<file path="src/rtl/rgb_led_pwm_ctrl.sv">
// RGB LED PWM controller: per-LED colour/duty shadow registers committed at each
// PWM period boundary, with global steady, blink, breathe and off modes.
module rgb_led_pwm_ctrl #(
  parameter int  NUM_LEDS      = 2,
  parameter int  PWM_BITS      = 8,
  parameter int  BLINK_PERIODS = 64,
  localparam int IDX_W         = (NUM_LEDS > 1) ? $clog2(NUM_LEDS) : 1
) (
  input  logic                  clk,
  input  logic                  rst,
  input  logic                  wr_en,
  input  logic [IDX_W-1:0]      wr_idx,
  input  logic [3:0]            color_sel,
  input  logic [PWM_BITS-1:0]   duty,
  input  logic [1:0]            mode,
  output logic [3*NUM_LEDS-1:0] led_out,
  output logic                  period_start
);

  localparam int BC_W = (BLINK_PERIODS > 1) ? $clog2(BLINK_PERIODS) : 1;

  typedef enum logic [1:0] {
    MODE_STEADY  = 2'b00,
    MODE_BLINK   = 2'b01,
    MODE_BREATHE = 2'b10,
    MODE_OFF     = 2'b11
  } mode_e;

  logic [PWM_BITS-1:0]   pwm_cnt_q, pwm_cnt_d;
  logic [2:0]            color_sh_q  [NUM_LEDS];
  logic [2:0]            color_sh_d  [NUM_LEDS];
  logic [PWM_BITS-1:0]   duty_sh_q   [NUM_LEDS];
  logic [PWM_BITS-1:0]   duty_sh_d   [NUM_LEDS];
  logic [2:0]            color_act_q [NUM_LEDS];
  logic [2:0]            color_act_d [NUM_LEDS];
  logic [PWM_BITS-1:0]   duty_act_q  [NUM_LEDS];
  logic [PWM_BITS-1:0]   duty_act_d  [NUM_LEDS];
  mode_e                 mode_act_q, mode_act_d, mode_req;
  logic [BC_W-1:0]       blink_cnt_q, blink_cnt_d;
  logic                  blink_on_q, blink_on_d;
  logic [PWM_BITS-1:0]   level_q, level_d;
  logic                  dir_down_q, dir_down_d;
  logic [3*NUM_LEDS-1:0] led_q, led_d;
  logic                  ps_q;
  logic                  wrap;

  function automatic logic [2:0] color_decode(input logic [3:0] sel);
    case (sel)
      4'b0001: return 3'b001;
      4'b0010: return 3'b010;
      4'b0100: return 3'b100;
      4'b1000: return 3'b111;
      default: return 3'b000;
    endcase
  endfunction

  // Breathe scales duty by level through a full-width product, keeping the top half.
  function automatic logic [PWM_BITS-1:0] eff_duty(input logic [PWM_BITS-1:0] d,
                                                   input logic [PWM_BITS-1:0] lvl,
                                                   input logic             breathe);
    logic [2*PWM_BITS-1:0] prod;
    prod = {{PWM_BITS{1'b0}}, d} * {{PWM_BITS{1'b0}}, lvl};
    return breathe ? prod[2*PWM_BITS-1:PWM_BITS] : d;
  endfunction

  assign wrap     = &pwm_cnt_q;
  assign mode_req = mode_e'(mode);

  always_comb begin
    pwm_cnt_d   = pwm_cnt_q + 1'b1;
    color_sh_d  = color_sh_q;
    duty_sh_d   = duty_sh_q;
    color_act_d = color_act_q;
    duty_act_d  = duty_act_q;
    mode_act_d  = mode_act_q;
    blink_cnt_d = blink_cnt_q;
    blink_on_d  = blink_on_q;
    level_d     = level_q;
    dir_down_d  = dir_down_q;
    if (wr_en && (int'(wr_idx) < NUM_LEDS)) begin
      color_sh_d[wr_idx] = color_decode(color_sel);
      duty_sh_d[wr_idx]  = duty;
    end
    // Commit from the already-updated shadow so a write on the wrap cycle wins.
    if (wrap) begin
      color_act_d = color_sh_d;
      duty_act_d  = duty_sh_d;
      mode_act_d  = mode_req;
      if (mode_req != mode_act_q) begin
        blink_cnt_d = '0;
        blink_on_d  = 1'b1;
        level_d     = '0;
        dir_down_d  = 1'b0;
      end else begin
        case (mode_act_q)
          MODE_BLINK: begin
            if (blink_cnt_q == BC_W'(BLINK_PERIODS - 1)) begin
              blink_cnt_d = '0;
              blink_on_d  = ~blink_on_q;
            end else begin
              blink_cnt_d = blink_cnt_q + 1'b1;
            end
          end
          MODE_BREATHE: begin
            if (!dir_down_q) begin
              level_d = level_q + 1'b1;
              if (&level_d) dir_down_d = 1'b1;
            end else begin
              level_d = level_q - 1'b1;
              if (level_d == '0) dir_down_d = 1'b0;
            end
          end
          default: ;
        endcase
      end
    end
  end

  always_comb begin
    logic [PWM_BITS-1:0] eff;
    logic                on;
    led_d = '0;
    eff   = '0;
    on    = 1'b0;
    for (int i = 0; i < NUM_LEDS; i++) begin
      eff = eff_duty(duty_act_q[i], level_q, mode_act_q == MODE_BREATHE);
      on  = (&eff) || (pwm_cnt_q < eff);
      if ((mode_act_q == MODE_BLINK) && !blink_on_q) on = 1'b0;
      if (mode_act_q == MODE_OFF) on = 1'b0;
      led_d[3*i +: 3] = on ? color_act_q[i] : 3'b000;
    end
  end

  always_ff @(posedge clk or posedge rst) begin
    if (rst) begin
      pwm_cnt_q   <= '0;
      color_sh_q  <= '{default: '0};
      duty_sh_q   <= '{default: '0};
      color_act_q <= '{default: '0};
      duty_act_q  <= '{default: '0};
      mode_act_q  <= MODE_STEADY;
      blink_cnt_q <= '0;
      blink_on_q  <= 1'b1;
      level_q     <= '0;
      dir_down_q  <= 1'b0;
      led_q       <= '0;
      ps_q        <= 1'b0;
    end else begin
      pwm_cnt_q   <= pwm_cnt_d;
      color_sh_q  <= color_sh_d;
      duty_sh_q   <= duty_sh_d;
      color_act_q <= color_act_d;
      duty_act_q  <= duty_act_d;
      mode_act_q  <= mode_act_d;
      blink_cnt_q <= blink_cnt_d;
      blink_on_q  <= blink_on_d;
      level_q     <= level_d;
      dir_down_q  <= dir_down_d;
      led_q       <= led_d;
      ps_q        <= wrap;
    end
  end

  assign led_out      = led_q;
  assign period_start = ps_q;

endmodule

</file>
<file path="config.mk">
export PLATFORM = sky130hd
export DESIGN_NAME = rgb_led_pwm_ctrl
export DESIGN_NICKNAME = d
export VERILOG_FILES = /design/src/rtl/rgb_led_pwm_ctrl.sv
export SDC_FILE = /design/constraint.sdc
export NUM_CORES = 1
export LEC_CHECK = 0
export BUFFER_PORTS_ARGS = -buffer_cell sky130_fd_sc_hd__clkbuf_2
export CAP_MARGIN = 30
export CORE_MARGIN = 5
export CORE_UTILIZATION = 40
export CTS_CLUSTER_DIAMETER = 80
export DETAILED_ROUTE_END_ITERATION = 8
export HOLD_SLACK_MARGIN = 0.08
export SYNTH_ARGS = -nofsm -noshare
export SYNTH_HDL_FRONTEND = slang
export SYNTH_SLANG_ARGS = --single-unit
</file>
<file path="constraint.sdc">
create_clock -name clk -period 13.8 [get_ports clk]
set_clock_uncertainty 0.1 [all_clocks]
set_input_delay 2.07 -clock clk [delete_from_list [all_inputs] [get_ports clk]]
set_output_delay 2.07 -clock clk [all_outputs]
set_load 0.1 [all_outputs]
</file>
; After elaboration in Yosys (flattened, before gate mapping)
; Cells that the tools add are included.
[classes]
n_div = 0
mux = 32
mul = 2
n_eq_ne = 9
n_lt_le_gt_ge = 4
bitwise_logic = 2
n_shift = 0
reduce_logical = 16
add_sub_neg = 4
[op_table]
columns = operator, n
row1 = 8-bit 2-to-1 mux, 6
row2 = 8-bit by 8-bit multiplier with 16-bit output, 2
row3 = 8-bit AND reduction, 4
row4 = 6-bit 2-to-1 mux, 4
row5 = 9-bit AND reduction, 2
row6 = "8-bit by 1-bit adder with 8-bit output, second input constant", 2
row7 = 16-bit bitwise mux, 1
row8 = 8-bit < comparator, 2
row9 = 16-bit 2-to-1 mux, 1
row10 = 1-bit 2-to-1 mux, 12
row11 = 3-bit 2-to-1 mux, 4
row12 = 3-bit case mux with 4 select lines, 1
row13 = 10-bit AND reduction, 1
row14 = 8-bit demux with 1-bit select, 1
row15 = 8-bit logical NOT, 1
row16 = "8-bit by 1-bit subtractor with 8-bit output, second input constant", 1
row17 = "6-bit by 1-bit adder with 6-bit output, second input constant", 1
row18 = 6-bit bitwise mux, 1
row19 = "6-bit == test, second input constant", 1
row20 = 2-bit nonzero test, 3
row21 = "2-bit == test, second input constant", 2
row22 = "4-bit by 1-bit == test with 1-bit output, second input constant", 1
row23 = "4-bit by 2-bit == test with 1-bit output, second input constant", 1
row24 = "4-bit by 3-bit == test with 1-bit output, second input constant", 1
row25 = other kinds (11), 13
[word_totals]
n_memories = 0
wordCells = 85
ram_bits = 0
out_inout_bits = 7
register_bits = 77
latch_bits = 0
rom_bits = 0

; Logic depth before layout (Yosys ltp)
[depth]
depth_word = 7
ltp_mapped = 30

; Least setup slack after synthesis
; No wires, ideal clock.
[synth_path]
kind = flip-flop to flip-flop
start = register level_q[5]
end = register led_q[0] (netlist: led_out[0])
path_buffers = 3
arrival_time_ps = 5922
stages_incl_launch_ff = 27
required_ps = 13627
slack_ps = 7705
cell_sequence = dfrtp_1 clkbuf_1 clkbuf_1 clkbuf_1 nand2_1 fa_1 fa_1 fa_1 fa_1 inv_1 ha_1 and3_1 and3_1 a21oi_1 o21ba_2 nor2b_1 nor2_1 xnor2_1 mux2i_1 ha_1 a21oi_1 nor2b_1 o21ai_0 o21ai_0 or4_1 o41a_1 nor2b_1
[synth_via]
elab_chain_len = 7
[synth_rtl]
columns = element, line
row1 = start: declaration, 41  ; logic [PWM_BITS-1:0] level_q, level_d;
row2 = start signal: assignment, 157  ; level_q <= level_d;
row3 = 8-bit by 8-bit multiplier with 16-bit output (*), 62  ; prod = {{PWM_BITS{1'b0}}, d} * {{PWM_BITS{1'b0}}, lvl};
row4 = 8-bit 2-to-1 mux (*), 63  ; return breathe ? prod[2*PWM_BITS-1:PWM_BITS] : d;
row5 = 8-bit < comparator / 8-bit AND reduction (equally long branches), 127  ; on = (&eff) || (pwm_cnt_q < eff);
row6 = 1-bit logical OR (*), 127
row7 = 1-bit 2-to-1 mux (*), 128  ; if ((mode_act_q == MODE_BLINK) && !blink_on_q) on = 1'b0;
row8 = 1-bit 2-to-1 mux (*), 129  ; if (mode_act_q == MODE_OFF) on = 1'b0;
row9 = 3-bit 2-to-1 mux (*), 130  ; led_d[3*i +: 3] = on ? color_act_q[i] : 3'b000;
row10 = net led_d[0], 43  ; logic [3*NUM_LEDS-1:0] led_q, led_d;
row11 = end signal: assignment, 159  ; led_q <= led_d;
row12 = end: declaration, 43
; The timed path passes the listed nets; every way through them passes the cells marked *.
; A chain may end at the register's enable or synchronous reset.

; Worst setup path in the final report
[layout_path]
start = register level_q[5]
end = register led_q[1] (netlist: led_out[1])
; Same word-level chain as after synthesis.

==> flow_metrics.py <==
metrics = {
    "run_status": {
        "outcome": "complete, no violations",
    },
    "placement": {
        "place_congestion": 0.805,
        "portBuffers": 24,
        "dpl.cell_count": 1083,
        "hpwl_microns": 13100,
    },
    "drt": {
        "viasPerCell": 5.22,
        "ant_nets": 0,
        "firstDrtPassIters": 4,
        "wl_microns": 17200,
        "wl_per_cell_microns": 15.6,
        "route.detailed.drc": 0,
        "vias": 5740,
        "drtIter0Drc": 257,
    },
    "clock_tree": {
        "cts-resized-gates": 0,
        "ctsHtreeMaxLevel": 3,
        "clk_latency_ns": 0.34,
        "clock-root-buffer": "clkbuf_16",
        "ctsHoldBuffers": 0,
        "cts_setup_buffers": 0,
        "clockBufferDepth": 2,
        "clkSinkCount": 77,
        "clk_pin_slew_ns": 0.07,
        "tritoncts": "done",
        "cts_buffers": 9,
    },
    "worst_setup_path": {
        "r2r-end": "led_out[1]",
        "cp_cell_sequence": "nand2_1 > fa_1 > fa_1 > fa_1 > fa_1 > inv_1 > ha_1 > and3_1 > and3_1 > a21oi_1 > o21ba_2 > nor2b_1 > nor2_1 > xnor2_1 > mux2i_1 > ha_1 > a21oi_1 > nor2b_1 > o21ai_0 > o21ai_0 > or4_1 > o41a_1 > nor2b_1",
        "critPathMostFrequentCell": "fa_1",
        "worstSetupPathType": "reg -> reg",
        "crit_slowest_cell": "dfrtp_1",
        "cp.buffers_inverters": 1,
        "cp-end-kind": "flip-flop",
        "cp.required_ns": 13.97,
        "path_max_fanout": 25,
        "reg2regPathDepth": 23,
        "worst-r2r-setup-slack_ns": 7.33,
        "slowest_delay_ns": 0.91,
        "worstPathArrival_ns": 6.64,
        "critPathLaunchType": "flip-flop",
        "cp_top_family": "adder cells",
        "reg2reg_from": "level_q[5]",
    },
    "synthesis": {
        "syn_avg_cell_area_sq_um": 9.61,
        "synth_fa_ha_area_share_pct": 31.0,
        "synth_nets": 1006,
        "yosys-top-cells-area": "dfrtp_1, fa_1, ha_1",
        "synthSimpleGateAreaFrac_pct": 19.0,
        "async_flop_share_pct": 100,
        "yosysSeqAreaShare_pct": 24.1,
        "yosysWarnings": 0,
        "synth_edf_count": 0,
        "synth_top_area_cell": "dfrtp_1",
        "synth_compound_area_share_pct": 9.23,
        "synth_flop_cell": "dfrtp_1",
        "synth_top_family_by_area": "adder cells",
        "syn_area_sq_um": 8000,
        "synth_top_cell_area_share_pct": 23.8,
        "synth_seq_cells": 77,
        "muxShareOfSynthArea_pct": 7.09,
        "synthCells": 832,
        "yosys.area_share.xor_xnor_pct": 3.18,
        "ys_types": 69,
    },
    "timing": {
        "fmax_mhz": 154,
        "post-route-period-util_pct": 46.9,
        "slew_headroom_pct": 41.6,
        "period_needed_ns": 6.47,
        "hold_violations": 0,
        "setup_viol": 0,
        "drv_slew": 0,
        "rsz0062_at_grt": "false",
        "tightestPinTransition_ns": 0.876,
        "tns_ns": 0,
    },
    "final_layout": {
        "mostFrequentLayoutCells": "inv_1, ha_1, and2_1",
        "post-route-util_pct": 44.0,
        "final_cells": 1099,
        "final_common_cell": "inv_1",
        "layout-drive-gt1-share_pct": 13.5,
        "layout.nets": 1003,
        "synthToLayoutAreaGrowth_pct": 7.79,
        "diodes": 0,
    },
    "global_route": {
        "grt_pass1_wl_microns": 29800,
        "antenna_found_initial": 0,
        "grt_pass1_vias": 5865,
        "grt_remaining_overflow": 0,
        "track_usage_pct": 16.2,
        "grt_max_degree": 63,
    },
    "hold_path": {
        "hp-start": "blink_cnt_q[5]",
        "hold_end": "blink_cnt_q[5]",
        "whs_path_depth": 1,
        "hold_class": "reg -> reg",
    },
    "die": {
        "row_count": 51,
        "die-width_microns": 151,
        "initial_utilization_pct": 40.8,
        "io_pins": 25,
        "die_h_microns": 151,
        "core_sq_um": 19600,
        "die_area_sq_um": 22900,
    },
    "power": {
        "irDropWorstVdd_mv": 0.0909,
        "leakage_nw": 4.20,
        "total_power_uw": 494,
        "powerDensity_nw_per_um2": 57.3,
    },
    "flow_run": {
        "drv_cap": 0,
    },
}
## flip-flops by register name, summed over array words and instances, names as in the netlist
| name | count |
|---|---|
| duty_sh_q | 16 |
| pwm_cnt_q | 8 |
| blink_cnt_q | 6 |
| dir_down_q | 1 |
| mode_act_q | 2 |
| level_q | 8 |
| blink_on_q | 1 |
| led_out | 6 |
| duty_act_q | 16 |
| color_act_q | 6 |
| color_sh_q | 6 |
| period_start | 1 |
## cells in the mapped netlist, drive strengths merged (2+ instances only)
cell / count
a211oi: 4
a21boi: 2
a21o: 3
a21oi: 32
a311o: 2
a31oi: 8
and2: 83
and3: 8
buf: 9
clkbuf: 33
dfrtp: 76
fa: 70
ha: 86
inv: 90
mux2: 45
mux2i: 6
nand2: 77
nand2b: 6
nand3: 19
nand3b: 2
nand4: 6
nand4b: 3
nor2: 22
nor2b: 16
nor3: 12
nor3b: 3
nor4: 2
nor4bb: 2
o211ai: 3
o21a: 3
o21ai: 33
o221ai: 2
o31ai: 10
o41a: 2
or2: 2
or4: 3
or4b: 2
xnor2: 22
xor2: 7
## through the flow
step	instance area, sq um	setup WS (ns)	hold WS [ns]
after detailed placement	8330	7.39	0.376
final	8620	7.33	0.390
after global placement	8300	7.40	0.366
after floorplan	8000	7.71	0.337
after global routing	8620	6.84	0.404
after CTS	8620	7.35	0.392
## how the worst max path moves through the flow
stage	startpoint	endpoint	depth (start not counted)
final	level_q[5]	led_out[1]	23
after CTS	level_q[5]	led_out[0]	23
after detailed placement	level_q[3]	led_out[0]	23
after floorplan	level_q[5]	led_out[0]	26
after global routing	level_q[3]	led_out[1]	23
after global placement	level_q[5]	led_out[0]	19
## layout make-up
| class | count | area [sq um] |
|---|---|---|
| fill | 1893 | 11000 |
| tap | 265 | 332 |
| clock inverter | 7 | 67.6 |
| multi-input combinational | 623 | 5560 |
| timing repair buffer | 28 | 170 |
| clock buffer | 9 | 225 |
| sequential | 77 | 1930 |
| inverter | 90 | 339 |
## report_power, final
| part | switching, mW | internal, mW | total, mW |
|---|---|---|---|
| combinational | 0.0145 | 0.0116 | 0.0261 |
| clock | 0.105 | 0.127 | 0.232 |
| sequential | 0.00180 | 0.234 | 0.236 |
| total | 0.121 | 0.373 | 0.494 |
## metal layers
layer  GRT usage, %  share of wire, %
met5              0                 0
met4           2.36              0.91
met3           2.48               2.7
met2           26.6                48
met1           23.2                49
## kinds of logic (layout without fill, tap and decap cells)
kind of cell,after synthesis,count (layout)
AND/OR/NAND/NOR,272,272
adder cells (fa/ha/maj),156,156
buffers and inverters,132,134
AO/OA/AOI/OAI,115,115
flip-flops,77,77
multiplexers,51,51
XOR/XNOR,29,29
Note: power is estimated with default switching activity, not from simulation.
